$ cat config.mk
export PLATFORM = sky130hd
export DESIGN_NAME = fir_mac_seq_flat
export DESIGN_NICKNAME = d
export VERILOG_FILES = /design/src/rtl/fir_pkg.sv /design/src/rtl/fir_mac_seq_if.sv /design/src/rtl/fir_round_sat.sv /design/src/rtl/fir_mac_seq.sv /design/src/flat_wrapper.sv
export SDC_FILE = /design/constraint.sdc
export NUM_CORES = 1
export LEC_CHECK = 0
export CORE_MARGIN = 4
export CORE_UTILIZATION = 40
export DETAILED_ROUTE_END_ITERATION = 10
export PLACE_DENSITY_LB_ADDON = 0.1
export SETUP_SLACK_MARGIN = 0.2
export SYNTH_ARGS = -nofsm -noshare
export SYNTH_HDL_FRONTEND = slang
export SYNTH_SLANG_ARGS = --single-unit
$ cat constraint.sdc
create_clock -name clk -period 9 [get_ports clk]
set_clock_uncertainty 0.2 [all_clocks]
set_input_delay 2.7 -clock clk [delete_from_list [all_inputs] [get_ports clk]]
set_output_delay 2.7 -clock clk [all_outputs]
set_load 0.005 [all_outputs]
$ cat src/rtl/fir_pkg.sv
// Shared FIR constants, sample/coefficient types and MAC FSM states.
package fir_pkg;
   localparam int FIR_NTAPS  = 8;
   localparam int FIR_DATA_W = 16;
   localparam int FIR_COEF_W = 16;

   typedef logic signed [FIR_DATA_W-1:0] sample_t;
   typedef logic signed [FIR_COEF_W-1:0] coef_t;

   // 0.125 on every tap: eight-point moving average
   localparam coef_t FIR_COEFFS_DEFAULT [FIR_NTAPS] = '{default: 16'sh1000};

   typedef enum logic [1:0] {
      IDLE,
      MAC,
      ROUND
   } fir_mac_state_e;
endpackage

$ cat src/rtl/fir_mac_seq_if.sv
// Tap-vector in / filtered-sample out handshake bundle.
interface fir_mac_seq_if
   import fir_pkg::*;
#(
   parameter int NTAPS  = FIR_NTAPS,
   parameter int DATA_W = FIR_DATA_W
);
   logic [NTAPS-1:0][DATA_W-1:0] taps_in;
   logic                         in_valid;
   logic                         in_ready;
   logic signed [DATA_W-1:0]     out_data;
   logic                         out_valid;

   modport master (
      output taps_in,
      output in_valid,
      input  in_ready,
      input  out_data,
      input  out_valid
   );

   modport slave (
      input  taps_in,
      input  in_valid,
      output in_ready,
      output out_data,
      output out_valid
   );
endinterface

$ cat src/rtl/fir_round_sat.sv
// Round-half-up arithmetic right shift, then clamp to OUT_W signed.
module fir_round_sat #(
   parameter int IN_W  = 35,
   parameter int OUT_W = 16,
   parameter int SHIFT = 15
) (
   input  logic signed [IN_W-1:0]  acc,
   output logic signed [OUT_W-1:0] y
);
   localparam logic signed [IN_W-1:0] HALF =
      {{(IN_W-SHIFT){1'b0}}, 1'b1, {(SHIFT-1){1'b0}}};
   localparam logic signed [IN_W-1:0] MAXV =
      {{(IN_W-OUT_W+1){1'b0}}, {(OUT_W-1){1'b1}}};
   localparam logic signed [IN_W-1:0] MINV =
      {{(IN_W-OUT_W+1){1'b1}}, {(OUT_W-1){1'b0}}};

   logic signed [IN_W-1:0] sh;

   // IN_W carries enough headroom that adding HALF cannot wrap
   always_comb begin
      sh = (acc + HALF) >>> SHIFT;
      if (sh > MAXV) begin
         y = MAXV[OUT_W-1:0];
      end else if (sh < MINV) begin
         y = MINV[OUT_W-1:0];
      end else begin
         y = sh[OUT_W-1:0];
      end
   end
endmodule

$ cat src/rtl/fir_mac_seq.sv
// Sequential FIR multiply-accumulate: one shared multiplier,
// one rounded/saturated result per NTAPS+2 cycles.
module fir_mac_seq
   import fir_pkg::*;
#(
   parameter int NTAPS  = FIR_NTAPS,
   parameter int DATA_W = FIR_DATA_W,
   parameter int COEF_W = FIR_COEF_W,
   parameter logic signed [COEF_W-1:0] COEFFS [NTAPS] = FIR_COEFFS_DEFAULT
) (
   input logic          clk,
   input logic          reset,
   fir_mac_seq_if.slave bus
);
   localparam int ACC_W  = DATA_W + COEF_W + $clog2(NTAPS);
   localparam int PROD_W = DATA_W + COEF_W;
   localparam int IDX_W  = $clog2(NTAPS);
   localparam logic [IDX_W-1:0] LAST = IDX_W'(NTAPS - 1);

   fir_mac_state_e               state_q, state_d;
   logic [NTAPS-1:0][DATA_W-1:0] snap_q, snap_d;
   logic signed [ACC_W-1:0]      acc_q, acc_d;
   logic [IDX_W-1:0]             idx_q, idx_d;
   logic signed [DATA_W-1:0]     dout_q, dout_d;
   logic                         oval_q, oval_d;

   logic signed [PROD_W-1:0] tap_x, coef_x, prod;
   logic signed [ACC_W-1:0]  prod_x;
   logic signed [DATA_W-1:0] rounded;

   // Both operands widened to the full product width before multiply
   always_comb begin
      tap_x  = {{COEF_W{snap_q[idx_q][DATA_W-1]}}, snap_q[idx_q]};
      coef_x = {{DATA_W{COEFFS[idx_q][COEF_W-1]}}, COEFFS[idx_q]};
      prod   = tap_x * coef_x;
      prod_x = {{(ACC_W-PROD_W){prod[PROD_W-1]}}, prod};
   end

   fir_round_sat #(
      .IN_W  (ACC_W),
      .OUT_W (DATA_W),
      .SHIFT (COEF_W - 1)
   ) u_round_sat (
      .acc (acc_q),
      .y   (rounded)
   );

   always_comb begin
      state_d = state_q;
      snap_d  = snap_q;
      acc_d   = acc_q;
      idx_d   = idx_q;
      dout_d  = dout_q;
      oval_d  = 1'b0;
      unique case (state_q)
         IDLE: begin
            if (bus.in_valid) begin
               snap_d  = bus.taps_in;
               acc_d   = '0;
               idx_d   = '0;
               state_d = MAC;
            end
         end
         MAC: begin
            acc_d = acc_q + prod_x;
            idx_d = idx_q + 1'b1;
            if (idx_q == LAST) begin
               state_d = ROUND;
            end
         end
         ROUND: begin
            dout_d  = rounded;
            oval_d  = 1'b1;
            state_d = IDLE;
         end
         default: state_d = IDLE;
      endcase
   end

   always_ff @(posedge clk or posedge reset) begin
      if (reset) begin
         state_q <= IDLE;
         snap_q  <= '0;
         acc_q   <= '0;
         idx_q   <= '0;
         dout_q  <= '0;
         oval_q  <= 1'b0;
      end else begin
         state_q <= state_d;
         snap_q  <= snap_d;
         acc_q   <= acc_d;
         idx_q   <= idx_d;
         dout_q  <= dout_d;
         oval_q  <= oval_d;
      end
   end

   assign bus.in_ready  = (state_q == IDLE);
   assign bus.out_data  = dout_q;
   assign bus.out_valid = oval_q;
endmodule

$ cat src/flat_wrapper.sv
// flat-port wrapper written by rule: the top's interface ports become plain ports
module fir_mac_seq_flat import fir_pkg::*;
#(
   parameter int NTAPS  = FIR_NTAPS,
   parameter int DATA_W = FIR_DATA_W,
   parameter int COEF_W = FIR_COEF_W,
   parameter logic signed [COEF_W-1:0] COEFFS [NTAPS] = FIR_COEFFS_DEFAULT
)
  (clk, reset, bus_taps_in, bus_in_valid, bus_in_ready, bus_out_data, bus_out_valid);
  fir_mac_seq_if #(.NTAPS(NTAPS), .DATA_W(DATA_W)) bus_i ();
  input logic clk;
  input logic reset;
  input wire logic [$bits(bus_i.taps_in)-1:0] bus_taps_in;
  input wire logic [$bits(bus_i.in_valid)-1:0] bus_in_valid;
  output wire logic [$bits(bus_i.in_ready)-1:0] bus_in_ready;
  output wire logic [$bits(bus_i.out_data)-1:0] bus_out_data;
  output wire logic [$bits(bus_i.out_valid)-1:0] bus_out_valid;
  assign bus_i.taps_in = bus_taps_in;
  assign bus_i.in_valid = bus_in_valid;
  assign bus_in_ready = bus_i.in_ready;
  assign bus_out_data = bus_i.out_data;
  assign bus_out_valid = bus_i.out_valid;
  fir_mac_seq #(.NTAPS(NTAPS), .DATA_W(DATA_W), .COEF_W(COEF_W), .COEFFS(COEFFS)) u_core (.clk(clk), .reset(reset), .bus(bus_i));
endmodule
-- After elaboration in Yosys (flattened, before gate mapping)
Memory sizes are Yosys's and may differ from the RTL's.
Index checks and enable logic that the tools add are counted.
- memory bits (read-only): 128
- memories kept: 1
- bits of input ports: 131
- flip-flop bits (word level): 185
- word-level logic and storage cells: 47
- output and inout bits: 18
- equality and inequality tests: 5
- multipliers: 1
- bitwise logic cells: 1
- add/sub/neg operators: 3
- mux-type cells: 14
- order comparisons: 4
- reduce and logical (&&, ||, !) cells: 5
- memory list (name ; words ; width ; rd ports ; clocked after Yosys merged registers in ; write ports ; RTL line ; text):
    (name not given) ; 8 ; 16 ; 1 ; 0 ; 0 ; fir_mac_seq.sv:34 ; coef_x = {{DATA_W{COEFFS[idx_q][COEF_W-1]}}, COEFFS[idx_q]};
- operator list (cell ; number):
    16-bit 2-to-1 mux ; 5
    35-bit case mux with 2 select lines ; 1
    16-bit binary-select mux with 3-bit select ; 1
    35-bit by 16-bit adder with 35-bit output (second input constant) ; 1
    35-bit by 32-bit adder with 35-bit output ; 1
    35-bit 2-to-1 mux ; 1
    16-bit by 16-bit multiplier with 32-bit output ; 1
    20-bit by 16-bit greater-than comparator with 1-bit output (second input constant) ; 1
    20-bit by 16-bit less-than comparator with 1-bit output (second input constant) ; 1
    3-bit case mux with 2 select lines ; 1
    2-bit AND reduction ; 3
    4-bit greater-or-equal comparator (second input constant) ; 1
    3-bit by 4-bit less-than comparator with 1-bit output (second input constant) ; 1
    2-bit 2-to-1 mux ; 2
    3-bit NOT with 4-bit output ; 1
    2-bit case mux with 2 select lines ; 1
    3-bit by 1-bit adder with 3-bit output (second input constant) ; 1
    3-bit equality test (second input constant) ; 1
    3-bit 2-to-1 mux ; 1
    2-bit by 1-bit equality test with 1-bit output (second input constant) ; 1
    2-bit equality test (second input constant) ; 1
    2-bit zero test ; 1
    2-bit by 1-bit != test with 1-bit output (second input constant) ; 1
    2-bit != test (second input constant) ; 1
    2 further kinds ; 2

-- Logic depth before layout (Yosys ltp)
- depth in word-level cells: 7
- depth in mapped cells: 15
- depth with buffers taken out: 13

-- Hierarchy
A second synthesis with hierarchy kept.
- cells, all modules: 739
- area, all modules: 9487.8 um2
- by module, submodules not included (module ; times used ; cells each ; area each (um2)):
    fir_mac_seq ; 1 ; 646 ; 8878.5
    fir_round_sat ; 1 ; 93 ; 609.3

-- Worst setup path before layout
OpenSTA, ideal clock, no wires.
- kind: register to register
- start point: register u_core.idx_q[0]
- end point: register u_core.acc_q[32]
- setup time: 132 ps
- stages on the path, launching flop included: 14
- required time: 8668 ps
- path buffers: 2
- setup slack: 4411 ps
- arrival time: 4257 ps
- path through: dfrtp_1 -> clkbuf_1 -> buf_1 -> mux4_2 -> mux2_2 -> ha_1 -> ha_1 -> ha_1 -> a21o_1 -> a31o_2 -> a221o_1 -> nor3_1 -> a2111oi_0 -> nand3b_1
- longest elaborated chain between the ends: 7
- RTL lines (element ; RTL line ; text):
    start: declaration ; fir_mac_seq.sv:23 ; logic [IDX_W-1:0] idx_q, idx_d;
    start signal: assignment ; fir_mac_seq.sv:92 ; idx_q <= idx_d;
    3-bit NOT with 4-bit output (not written as such) ; fir_mac_seq.sv:34 ;
    memory read 8 x 16 bit ; -- ;
    16-bit 2-to-1 mux (not written as such) (2 in a row) ; fir_mac_seq.sv:34 ;
    16-bit by 16-bit multiplier with 32-bit output * ; fir_mac_seq.sv:35 ; prod = tap_x * coef_x;
    35-bit by 32-bit adder with 35-bit output * ; fir_mac_seq.sv:65 ; acc_d = acc_q + prod_x;
    35-bit case mux with 2 select lines * ; fir_mac_seq.sv:55 ; unique case (state_q)
    end signal: assignment ; fir_mac_seq.sv:84 ; acc_q <= '0;
    end signal: assignment ; fir_mac_seq.sv:91 ; acc_q <= acc_d;
    end: declaration ; fir_mac_seq.sv:22 ; logic signed [ACC_W-1:0] acc_q, acc_d;
Every way passes the cells marked *; elsewhere a longest branch is shown, timed or not. The select of a mux whose other input is x is not followed.
A chain may end at the register's enable or synchronous reset.

-- Worst setup path after layout
- start point: register u_core.idx_q[1]
- end point: register u_core.acc_q[32]
Same word-level chain as after synthesis.

==> impl_metrics.tcl <==
set metrics [dict create \
    syn_area_um2 9470 \
    antenna_found_initial 1 \
    clock-sinks 173 \
    die_w_um 162 \
    fp.dieH_um 162 \
    path_common_cell "ha_1" \
    drt.antenna.violating_nets 0 \
    port_buffers 148 \
    drv_slew 0 \
    postSynth.asyncResetShare 1.00 \
    ys_ff_latch 173 \
    path_cells "buf_4, mux4_2, mux2_2, ha_1, ha_1, ha_1, inv_1, fa_1, nand2b_1, a21o_1, a211oi_1, nor3_1, a2111oi_0, nand3b_1" \
    drc 0 \
    fp.dieArea_um2 26200 \
    cts_resized 0 \
    holdBufCountCts 0 \
    cts_tree "done" \
    max_freq_mhz 203 \
    pre_cts_slack_ps 3830 \
    grt_setup_unrepaired "false" \
    cp-start-kind "flop" \
    critPathArrivalTime_ps 5080 \
    synthesis.nets 1197 \
    cts.path.max_buffers 2 \
    htree_levels 4 \
    setup-violations-final 0 \
    r2r-end "u_core.acc_q[32]" \
    synth_cell_types 55 \
    reg2regPathDepth 14 \
    num-fill-cells 2282 \
    reg2reg_from "u_core.idx_q[1]" \
    path_buf_inv 2 \
    grt_overflow 0 \
    post-place-cells 1421 \
    track_usage 0.184 \
    powerDensity_nw_per_um2 423 \
    path_clk_slew_ps 80 \
    timing.final.crit_share 0.546 \
    drive_gt1_frac 0.0917 \
    place.gp.congestion 0.860 \
    syn_to_final_growth_pct 24.3 \
    yosysWarningCount 0 \
    finalHoldViolCount 0 \
    grt_pass1_wl_um 38200 \
    placed_cell_area_um2 11200 \
    dpl.hpwl_um 16600 \
    ys_seq_area_frac 0.457 \
    finalSetupTns_ps 0 \
    cpPeakStageDelay_ps 620 \
    crit_required_ps 9170 \
    slew_headroom 0.313 \
    syn_avg_cell_area_um2 9.48 \
    hold_path_class "flop to flop" \
    path_class "flop to flop" \
    peakVddDrop_v 0.000180 \
    start_util 0.405 \
    p_leak_nw 5.70 \
    fin_area_um2 11800 \
    tightest_slew_ps 1030 \
    critPathTopFamily "adder cells" \
    crit_slowest_cell "mux4_2" \
    drt_iter0_drc 434 \
    endpoint_kind "flop" \
    final-instance-count-excl-fill 1454 \
    io-pin-count 149 \
    critPathMaxFanout 34 \
    grt_pass1_vias 7405 \
    cp.depth 14 \
    route.final.wire_length_um 23500 \
    grt_max_degree 104 \
    via_count 7284 \
    drt_pass1_iterations 4 \
    row_count 56 \
    design.core.area_um2 23400 \
    layout_setup_ws_ps 4080 \
    crit_path_end "u_core.acc_q[32]" \
    syn_inst 999 \
    synth-edff-count 0 \
    wl_per_cell_um 16.2 \
    clk_latency_ps 430 \
    status "completed" \
    startpoint "u_core.idx_q[1]" \
    timing.hold.ws_ps 270 \
    layout_min_cycle_time_ps 4920 \
    rrSetupSlack_ps 4080 \
    layout.nets 1319 \
    clockRootBuffer "clkbuf_16" \
    cts_setup_buffers 0 \
    synth_flop_cell "dfrtp_1" \
    avgViaCountPerCell 5.01 \
    maxCapViolations 0 \
    numCtsBuffers 17 \
]
[worst reg2reg max path, delay by kind of cell (launching register included)]
kind | cells | cell delay (ps)
AOI/OAI and AO/OA | 3 | 1050
adders and majority gates | 4 | 1120
buffers and inverters | 2 | 590
DFF | 1 | 340
muxes | 2 | 950
and+or+nand+nor | 3 | 580
[kinds of logic after synthesis]
logic type,after synthesis,share of synthesized area
mux,50,0.0972
fa+ha+maj,67,0.0893
simple gates,511,0.224
buf+inv,64,0.0272
xor+xnor,26,0.0240
compound gates,108,0.0814
flops,173,0.457
[cell usage in the layout (no fill, tap or decap), types with 5 or more instances in the layout]
cell type / count
a21o_1: 8
a21oi_1: 20
a22o_1: 15
a31oi_1: 5
and3_1: 5
buf_4: 7
clkbuf_16: 17
clkdlybuf4s50_1: 148
dfrtp_1: 171
ha_1: 66
inv_1: 11
inv_8: 5
mux2_2: 16
mux4_2: 32
nand2_1: 427
nand3_1: 22
nand4_1: 6
nor2_1: 14
nor3_1: 9
o211ai_1: 7
o21a_1: 7
o21ai_0: 24
xnor2_1: 12
xor2_1: 14
[synthesized netlist by cell type (6+ instances only)]
library cell	number	share of area
a21o_1	8	0.0063
a21oi_1	20	0.011
a22o_1	15	0.014
clkbuf_1	43	0.017
dfrtp_1	173	0.46
ha_1	66	0.087
inv_1	12	0.0048
mux2_2	16	0.019
mux4_2	32	0.076
nand2_1	428	0.17
nand3_1	22	0.012
nand4_1	6	0.0040
nor2_1	14	0.0055
nor3_1	9	0.0048
o211ai_1	7	0.0055
o21a_1	7	0.0055
o21ai_0	24	0.013
xnor2_1	12	0.011
xor2_1	14	0.013
[how the worst min path moves through the flow]
stage	endpoint	slack, ps	cells after the start	startpoint
floorplan	u_core.snap_q[109]	240	2	u_core.snap_q[109]
global placement	u_core.snap_q[80]	250	2	u_core.snap_q[80]
detailed placement	u_core.snap_q[85]	260	2	u_core.snap_q[85]
CTS	u_core.snap_q[89]	280	2	u_core.snap_q[89]
global route	u_core.snap_q[80]	290	2	u_core.snap_q[80]
finish	u_core.snap_q[8]	270	2	u_core.snap_q[8]
[metal layers]
layer,routed length (um),track usage,part of all wire,up-vias
met3,1020,0.0322,0.043,15
met2,11200,0.307,0.48,158
met1,11000,0.250,0.47,3455
met4,229,0.0484,0.0097,0
li1,-,-,-,3656
met5,0,0,0,-
[stage by stage]
step                      power (mW)   util
final                           4.98  0.503
after global routing            5.47  0.503
after CTS                       5.02  0.503
after detailed placement        4.28  0.479
after global placement          4.25  0.479
after floorplan                 3.55      -
[state kept, by name (all words and copies together), names as in the netlist]
| name | cells |
|---|---|
| u_core.snap_q | 128 |
| u_core.bus.out_data | 16 |
| u_core.bus.out_valid | 1 |
| u_core.acc_q | 23 |
| u_core.state_q | 2 |
| u_core.idx_q | 3 |
[final cells by class]
type	instances	area, um^2	area share
clock inverters	13	130	0.0110
diodes	1	2.50	0.000212
repair buffers	155	1530	0.130
multi-input cells	762	4900	0.416
clock buffers	19	433	0.0368
flip-flops and latches	173	4330	0.368
inverters	12	50.0	0.00425
well taps	319	399	0.0339
[power breakdown]
group / leakage (nW) / internal, mW / total, mW / switching (mW)
Clock: 0.266 / 0.367 / 0.713 / 0.345
Sequential: 2.16 / 1.15 / 1.44 / 0.286
Combinational: 3.27 / 1.31 / 2.83 / 1.52
Total: 5.70 / 2.83 / 4.98 / 2.15
No activity file was read; power rests on OpenSTA's default activity.
